===== config.mk =====
export PLATFORM = sky130hd
export DESIGN_NAME = snake_step_ctrl
export DESIGN_NICKNAME = d
export VERILOG_FILES = /design/src/rtl/snake_pkg.sv /design/src/rtl/snake_body_ring.sv /design/src/rtl/snake_step_ctrl.sv
export SDC_FILE = /design/constraint.sdc
export NUM_CORES = 1
export LEC_CHECK = 0
export CORE_MARGIN = 5
export CORE_UTILIZATION = 35
export CTS_CLUSTER_DIAMETER = 60
export CTS_CLUSTER_SIZE = 28
export DETAILED_ROUTE_END_ITERATION = 8
export PLACE_DENSITY = 0.53
export RECOVER_POWER = 50
export SLEW_MARGIN = 20
export SYNTH_ARGS = -nofsm -noshare
export SYNTH_HDL_FRONTEND = slang
export SYNTH_SLANG_ARGS = --single-unit
export TNS_END_PERCENT = 5

===== constraint.sdc =====
create_clock -name CLK -period 5.2 [get_ports CLK]
set_clock_uncertainty 0.1 [all_clocks]
set_input_delay 1.04 -clock CLK [delete_from_list [all_inputs] [get_ports CLK]]
set_output_delay 1.04 -clock CLK [all_outputs]
set_load 0.01 [all_outputs]

===== src/rtl/snake_pkg.sv =====
// Shared types and helpers for the snake step controller: direction codes, FSM states,
// pixel coordinates and the wrap-around move arithmetic.
package snake_pkg;

    typedef logic [2:0] coord_t;
    typedef logic [5:0] pix_idx_t;

    typedef enum logic [2:0] {
        DirHold  = 3'b000,
        DirRight = 3'b001,
        DirDown  = 3'b011,
        DirUp    = 3'b100,
        DirLeft  = 3'b110
    } dir_t;

    typedef enum logic [2:0] {
        StInit,
        StIdle,
        StScan,
        StCommit,
        StDraw,
        StClear,
        StOver
    } state_t;

    localparam pix_idx_t InitHead = 6'd10;

    // Unlisted codes collapse to hold.
    function automatic dir_t decode_dir(input logic [2:0] raw);
        case (raw)
            3'b100:  return DirUp;
            3'b001:  return DirRight;
            3'b110:  return DirLeft;
            3'b011:  return DirDown;
            default: return DirHold;
        endcase
    endfunction

    function automatic pix_idx_t next_pos(input pix_idx_t p, input dir_t d);
        coord_t c;
        coord_t r;
        c = p[5:3];
        r = p[2:0];
        case (d)
            DirUp:    r = r + 3'd1;
            DirDown:  r = r - 3'd1;
            DirRight: c = c + 3'd1;
            DirLeft:  c = c - 3'd1;
            default:  ;
        endcase
        return {c, r};
    endfunction

    function automatic logic is_reverse(input dir_t cur, input dir_t req);
        return ((cur == DirUp)    && (req == DirDown))  ||
               ((cur == DirDown)  && (req == DirUp))    ||
               ((cur == DirLeft)  && (req == DirRight)) ||
               ((cur == DirRight) && (req == DirLeft));
    endfunction

    // Initial body runs down column 1 from the head at row 2.
    function automatic pix_idx_t init_seg(input int unsigned k);
        return {3'd1, 3'(2 - k)};
    endfunction

endpackage


===== src/rtl/snake_body_ring.sv =====
// Circular body store: entry at hd_ptr is the head, offsets grow toward the tail.
// A push moves the head pointer back one slot, so no entry ever shifts.
module snake_body_ring
    import snake_pkg::*;
#(
    parameter int unsigned MaxLen  = 64,
    parameter int unsigned InitLen = 3,
    localparam int unsigned PtrW   = $clog2(MaxLen)
) (
    input  logic            clk_i,
    input  logic            rst_ni,
    input  logic            init_i,
    input  logic            push_i,
    input  pix_idx_t        push_data_i,
    input  logic [PtrW-1:0] rd_off_i,
    output pix_idx_t        rd_data_o,
    input  logic [PtrW-1:0] tail_off_i,
    output pix_idx_t        tail_data_o
);

    localparam logic [PtrW-1:0] PtrOne = 1;

    pix_idx_t        ring_q [MaxLen];
    pix_idx_t        ring_d [MaxLen];
    logic [PtrW-1:0] hd_ptr_q, hd_ptr_d;
    logic [PtrW-1:0] rd_idx, tail_idx;

    function automatic pix_idx_t init_val(input int unsigned k);
        return (k < InitLen) ? init_seg(k) : '0;
    endfunction

    always_comb begin
        ring_d   = ring_q;
        hd_ptr_d = hd_ptr_q;
        if (init_i) begin
            hd_ptr_d = '0;
            for (int unsigned k = 0; k < MaxLen; k++) begin
                ring_d[k] = init_val(k);
            end
        end else if (push_i) begin
            hd_ptr_d         = hd_ptr_q - PtrOne;
            ring_d[hd_ptr_d] = push_data_i;
        end
    end

    always_ff @(posedge clk_i or negedge rst_ni) begin
        if (!rst_ni) begin
            hd_ptr_q <= '0;
            for (int unsigned k = 0; k < MaxLen; k++) begin
                ring_q[k] <= init_val(k);
            end
        end else begin
            hd_ptr_q <= hd_ptr_d;
            ring_q   <= ring_d;
        end
    end

    assign rd_idx      = hd_ptr_q + rd_off_i;
    assign tail_idx    = hd_ptr_q + tail_off_i;
    assign rd_data_o   = ring_q[rd_idx];
    assign tail_data_o = ring_q[tail_idx];

endmodule


===== src/rtl/snake_step_ctrl.sv =====
// Per-tick snake move sequencer: scans the body for collisions, commits the new head
// into the ring and issues single-pixel framebuffer set/clear writes.
module snake_step_ctrl
    import snake_pkg::*;
#(
    parameter int unsigned MAX_LEN  = 64,
    parameter int unsigned INIT_LEN = 3
) (
    input  logic       CLK,
    input  logic       reset_n,
    input  logic       tick,
    input  logic [2:0] dir,
    input  logic       pause,
    input  logic       restart,
    input  logic [2:0] apple_c,
    input  logic [2:0] apple_r,
    output logic       fb_we,
    output logic [5:0] fb_addr,
    output logic       fb_val,
    output logic       apple_eaten,
    output logic [6:0] size,
    output logic [2:0] head_c,
    output logic [2:0] head_r,
    output logic       game_over,
    output logic       busy,
    output logic       tick_overrun
);

    localparam int unsigned PtrW     = $clog2(MAX_LEN);
    localparam logic [6:0]  InitSize = 7'(INIT_LEN);
    localparam logic [6:0]  MaxSize  = 7'(MAX_LEN);
    localparam logic [5:0]  InitLast = 6'(INIT_LEN - 1);

    state_t     state_q, state_d;
    dir_t       cur_dir_q, cur_dir_d;
    logic [5:0] cnt_q, cnt_d;
    logic       wipe_q, wipe_d;
    pix_idx_t   nxt_q, nxt_d;
    logic       grow_q, grow_d;
    logic       drop_tail_q, drop_tail_d;
    logic [6:0] scan_q, scan_d;
    pix_idx_t   tail_q, tail_d;
    logic [6:0] size_q, size_d;
    pix_idx_t   head_q, head_d;
    logic       game_over_q, game_over_d;
    logic       fb_we_q, fb_we_d;
    pix_idx_t   fb_addr_q, fb_addr_d;
    logic       fb_val_q, fb_val_d;
    logic       eaten_q, eaten_d;
    logic       busy_q, busy_d;
    logic       overrun_q, overrun_d;

    logic       ring_push;
    pix_idx_t   ring_rd, ring_tail;
    logic [6:0] last_idx;
    dir_t       dir_in, dir_sel;
    logic       hit;

    snake_body_ring #(
        .MaxLen  (MAX_LEN),
        .InitLen (INIT_LEN)
    ) u_ring (
        .clk_i       (CLK),
        .rst_ni      (reset_n),
        .init_i      (restart),
        .push_i      (ring_push),
        .push_data_i (nxt_q),
        .rd_off_i    (scan_q[PtrW-1:0]),
        .rd_data_o   (ring_rd),
        .tail_off_i  (last_idx[PtrW-1:0]),
        .tail_data_o (ring_tail)
    );

    always_comb begin
        state_d     = state_q;
        cur_dir_d   = cur_dir_q;
        cnt_d       = cnt_q;
        wipe_d      = wipe_q;
        nxt_d       = nxt_q;
        grow_d      = grow_q;
        drop_tail_d = drop_tail_q;
        scan_d      = scan_q;
        tail_d      = tail_q;
        size_d      = size_q;
        head_d      = head_q;
        game_over_d = game_over_q;
        fb_we_d     = 1'b0;
        fb_addr_d   = fb_addr_q;
        fb_val_d    = 1'b0;
        eaten_d     = 1'b0;
        overrun_d   = 1'b0;
        ring_push   = 1'b0;

        last_idx = size_q - 7'd1;
        dir_in   = decode_dir(dir);
        dir_sel  = ((dir_in != DirHold) && !is_reverse(cur_dir_q, dir_in)) ? dir_in : cur_dir_q;
        // The vacating tail cannot block the move unless the snake is growing.
        hit      = (grow_q || (scan_q != last_idx)) && (ring_rd == nxt_q);

        if (restart) begin
            state_d     = StInit;
            wipe_d      = 1'b1;
            cnt_d       = '0;
            size_d      = InitSize;
            head_d      = InitHead;
            cur_dir_d   = DirUp;
            game_over_d = 1'b0;
        end else begin
            case (state_q)
                StInit: begin
                    fb_we_d = 1'b1;
                    if (wipe_q) begin
                        fb_addr_d = cnt_q;
                        cnt_d     = cnt_q + 6'd1;
                        if (cnt_q == 6'd63) begin
                            wipe_d = 1'b0;
                        end
                    end else begin
                        fb_addr_d = init_seg(32'(cnt_q));
                        fb_val_d  = 1'b1;
                        if (cnt_q == InitLast) begin
                            cnt_d   = '0;
                            state_d = StIdle;
                        end else begin
                            cnt_d = cnt_q + 6'd1;
                        end
                    end
                end
                StIdle: begin
                    if (tick && !pause) begin
                        cur_dir_d = dir_sel;
                        nxt_d     = next_pos(head_q, dir_sel);
                        grow_d    = (next_pos(head_q, dir_sel) == {apple_c, apple_r});
                        scan_d    = '0;
                        state_d   = StScan;
                    end
                end
                StScan: begin
                    if (hit) begin
                        state_d     = StOver;
                        game_over_d = 1'b1;
                    end else if (scan_q == last_idx) begin
                        state_d = StCommit;
                    end else begin
                        scan_d = scan_q + 7'd1;
                    end
                end
                StCommit: begin
                    tail_d      = ring_tail;
                    ring_push   = 1'b1;
                    head_d      = nxt_q;
                    drop_tail_d = !grow_q || (size_q == MaxSize);
                    if (grow_q) begin
                        eaten_d = 1'b1;
                        if (size_q != MaxSize) begin
                            size_d = size_q + 7'd1;
                        end
                    end
                    state_d = StDraw;
                end
                StDraw: begin
                    fb_we_d   = 1'b1;
                    fb_addr_d = nxt_q;
                    fb_val_d  = 1'b1;
                    state_d   = drop_tail_q ? StClear : StIdle;
                end
                StClear: begin
                    // Chasing the tail: the freshly drawn head pixel must stay lit.
                    if (tail_q != nxt_q) begin
                        fb_we_d   = 1'b1;
                        fb_addr_d = tail_q;
                    end
                    state_d = StIdle;
                end
                StOver: ;
                default: state_d = StIdle;
            endcase

            if (tick && !pause && (state_q inside {StScan, StCommit, StDraw, StClear})) begin
                overrun_d = 1'b1;
            end
        end

        busy_d = !(state_d inside {StIdle, StOver});
    end

    always_ff @(posedge CLK or negedge reset_n) begin
        if (!reset_n) begin
            state_q     <= StInit;
            cur_dir_q   <= DirUp;
            cnt_q       <= '0;
            wipe_q      <= 1'b0;
            nxt_q       <= '0;
            grow_q      <= 1'b0;
            drop_tail_q <= 1'b0;
            scan_q      <= '0;
            tail_q      <= '0;
            size_q      <= InitSize;
            head_q      <= InitHead;
            game_over_q <= 1'b0;
            fb_we_q     <= 1'b0;
            fb_addr_q   <= '0;
            fb_val_q    <= 1'b0;
            eaten_q     <= 1'b0;
            busy_q      <= 1'b0;
            overrun_q   <= 1'b0;
        end else begin
            state_q     <= state_d;
            cur_dir_q   <= cur_dir_d;
            cnt_q       <= cnt_d;
            wipe_q      <= wipe_d;
            nxt_q       <= nxt_d;
            grow_q      <= grow_d;
            drop_tail_q <= drop_tail_d;
            scan_q      <= scan_d;
            tail_q      <= tail_d;
            size_q      <= size_d;
            head_q      <= head_d;
            game_over_q <= game_over_d;
            fb_we_q     <= fb_we_d;
            fb_addr_q   <= fb_addr_d;
            fb_val_q    <= fb_val_d;
            eaten_q     <= eaten_d;
            busy_q      <= busy_d;
            overrun_q   <= overrun_d;
        end
    end

    assign fb_we        = fb_we_q;
    assign fb_addr      = fb_addr_q;
    assign fb_val       = fb_val_q;
    assign apple_eaten  = eaten_q;
    assign size         = size_q;
    assign head_c       = head_q[5:3];
    assign head_r       = head_q[2:0];
    assign game_over    = game_over_q;
    assign busy         = busy_q;
    assign tick_overrun = overrun_q;

endmodule


==> flow_metrics.env <==
export IMPL_status="finished, violations left"
export IMPL_violations="capacitance limit, slew limit"
export IMPL_fin_crit_sh_pct=95.1
export IMPL_drv_slew=375
export IMPL_die_x_um=283
export IMPL_synth_edf_count=0
export IMPL_firstDrtPassIters=5
export IMPL_io_buffers=38
export IMPL_post_route_util_pct=39.2
export IMPL_seq_area_frac_synth_pct=43.0
export IMPL_ys_seq_elements=449
export IMPL_antenna_found_initial=0
export IMPL_path_class="register to register"
export IMPL_hp_class="register to register"
export IMPL_overflow=0
export IMPL_post_cts_buffers=0
export IMPL_numCtsBuffers=40
export IMPL_postSynthCellCount=2421
export IMPL_dr_total_vias=19310
export IMPL_grt_max_degree=105
export IMPL_synth_area_per_cell_um2=10.8
export IMPL_grt_pass1_wl_um=125000
export IMPL_nets=2401
export IMPL_dp_final_hpwl_um=54900
export IMPL_drt_iter0_drc=1916
export IMPL_die_height_um=283
export IMPL_syn_nets=2455
export IMPL_insertion_delay_ns=0.60
export IMPL_drv_cap=5
export IMPL_die_area_mm2=0.0803
export IMPL_htreeDepth=2
export IMPL_core_mm2=0.0743
export IMPL_gp_congestion=0.870
export IMPL_netlist_area_mm2=0.0262
export IMPL_viasPerCell=5.73
export IMPL_row_count=100
export IMPL_fin_crit_ns=4.94
export IMPL_critPathCaptureType="register"
export IMPL_worst_endpoint_required_ns=5.49
export IMPL_drcViolationCount=0
export IMPL_setup_tns_ns=0
export IMPL_final_layout_size_suffix_gt1_share_pct=17.0
export IMPL_antenna_left=0
export IMPL_powerDensity_mw_per_mm2=257
export IMPL_grt_pass1_vias=19367
export IMPL_wirelength_um=81500
export IMPL_grt_use_total_pct=20.0
export IMPL_syn_to_final_growth_pct=11.4
export IMPL_wire_per_inst_um=24.2
export IMPL_cp_data_arrival_time_ns=5.24
export IMPL_cts_tree="built"
export IMPL_leakage_nw=11.8
export IMPL_rsz0062_at_grt="no"
export IMPL_clock_path_buffers=3
export IMPL_tightest_slew_ns=2.91
export IMPL_final_cell_mix="nor2_1 (588), dfrtp_1 (433), mux2i_1 (293)"
export IMPL_vdd_ir_drop_max_v=0.000187
export IMPL_yosysUniqueCellTypes=68
export IMPL_synth_async_sr_flop_share_pct=100
export IMPL_yosys_warnings=0
export IMPL_io_pins=39
export IMPL_cts_resized=0
export IMPL_fmax_mhz=202
export IMPL_finalHoldViolCount=0
export IMPL_mostFrequentLayoutCell="nor2_1"
export IMPL_synthFlopType="dfrtp_1"
export IMPL_startpoint_type="register"
export IMPL_cp_max_fo=17
export IMPL_relSlewSlack_pct=-93.8
export IMPL_cts_root_buf="clkbuf_16"
export IMPL_initial_utilization_pct=35.2
export IMPL_cts_sinks=449
export IMPL_finalSetupViolCount=0
export IMPL_ctsHoldBuffers=0
export IMPL_clkTransAtPathRegs_ns=0.07
-- logic make-up after synthesis --
logic type | count (synthesis) | synth area share (%)
muxes | 525 | 30.7
buffers and inverters | 231 | 3.56
adders and majority gates | 20 | 1.07
DFF | 449 | 43.0
AOI/OAI and AO/OA | 300 | 6.47
xor gates and xnor gates | 54 | 1.86
and+or+nand+nor | 842 | 13.4
-- sequential cells by signal (all words and copies together), names as in the netlist, 3 cells and up --
name and flops:
cnt_q 6, cur_dir_q 3, fb_addr 6, head_q 6
nxt_q 6, scan_q 7, size 7, state_q 3
tail_q 6, u_ring.hd_ptr_q 6, u_ring.ring_q 384
-- metrics by stage --
| stage | total power [mW] | std cells | worst slack [ns] | hold WS, ns | area [um^2] |
|---|---|---|---|---|---|
| 2_1_floorplan | 3.85 | 2421 | 1.12 | 0.390 | 26200 |
| 3_3_place_gp | 4.09 | 3294 | 0.426 | 0.396 | 27700 |
| 3_5_place_dp | 4.10 | 3294 | 0.396 | 0.399 | 27700 |
| 4_1_cts | 7.58 | 3368 | 0.370 | 0.418 | 29200 |
| 5_1_grt | 7.73 | 3368 | 0.141 | 0.445 | 29100 |
| 6_report | 7.49 | 3369 | 0.257 | 0.412 | 29100 |
-- final timing paths --
path / depth (start not counted) / start / to / slack [ns]
worst max-delay path: 13 / scan_q[0] / busy / 0.26
worst min-delay path: 1 / fb_addr[3] / fb_addr[3] / 0.41
min in group asynchronous: 1 / reset_n / u_ring.ring_q[171] / 1.25
worst min register to register: 1 / fb_addr[3] / fb_addr[3] / 0.41
worst max register to register: 13 / scan_q[0] / busy / 0.26
max in group asynchronous: 2 / reset_n / nxt_q[4] / 0.97
-- routing by layer --
layer / vias to the layer above / routed length (um) / GRT usage [%]
li1: 8509 / - / -
met2: 721 / 38500 / 32.1
met3: 107 / 5380 / 3.12
met5: - / 0 / 0
met1: 9973 / 35500 / 28.3
met4: 0 / 2120 / 5.46
-- final cells by class --
cell class / instances / area, um^2
fill: 7168 / 45200
multi-input combinational: 1741 / 14100
sequential: 449 / 11300
tap: 969 / 1210
clock buffer: 45 / 1090
timing repair buffer: 104 / 975
clock inverter: 29 / 420
inverter: 31 / 116
antenna: 1 / 2.50
-- cells in the mapped netlist (16+ instances only) --
library cell	n	area, um^2
a21oi_1	202	1010
buf_1	26	97.6
clkbuf_1	149	559
dfrtp_1	439	11000
ha_1	16	200
inv_1	25	93.8
mux2i_1	293	2930
mux4_2	220	4950
nand2_1	123	462
nand2b_1	16	100
nand3_1	45	225
nor2_1	590	2210
nor3_1	16	80.1
o21ai_0	32	160
xnor2_1	31	272
xor2_1	21	184
-- where the power goes --
part	internal, mW	total, mW	leakage (nW)	switching, mW
registers	3.50	3.55	6.18	0.0433
logic	0.135	0.476	4.91	0.341
clock network	1.89	3.46	0.726	1.58
-- worst max-delay path, cell delays in order (launching register included) --
cell	delay, ns
dfrtp_1	0.49
ha_4	0.18
inv_1	0.05
fa_4	1.03
buf_12	0.23
mux4_2	0.31
mux2i_1	0.22
mux2i_1	0.15
a22oi_1	0.42
a21oi_1	0.14
or4b_4	0.56
nor4_4	0.49
a311o_1	0.25
o311ai_0	0.11
Power figures use the tool's default switching activity.
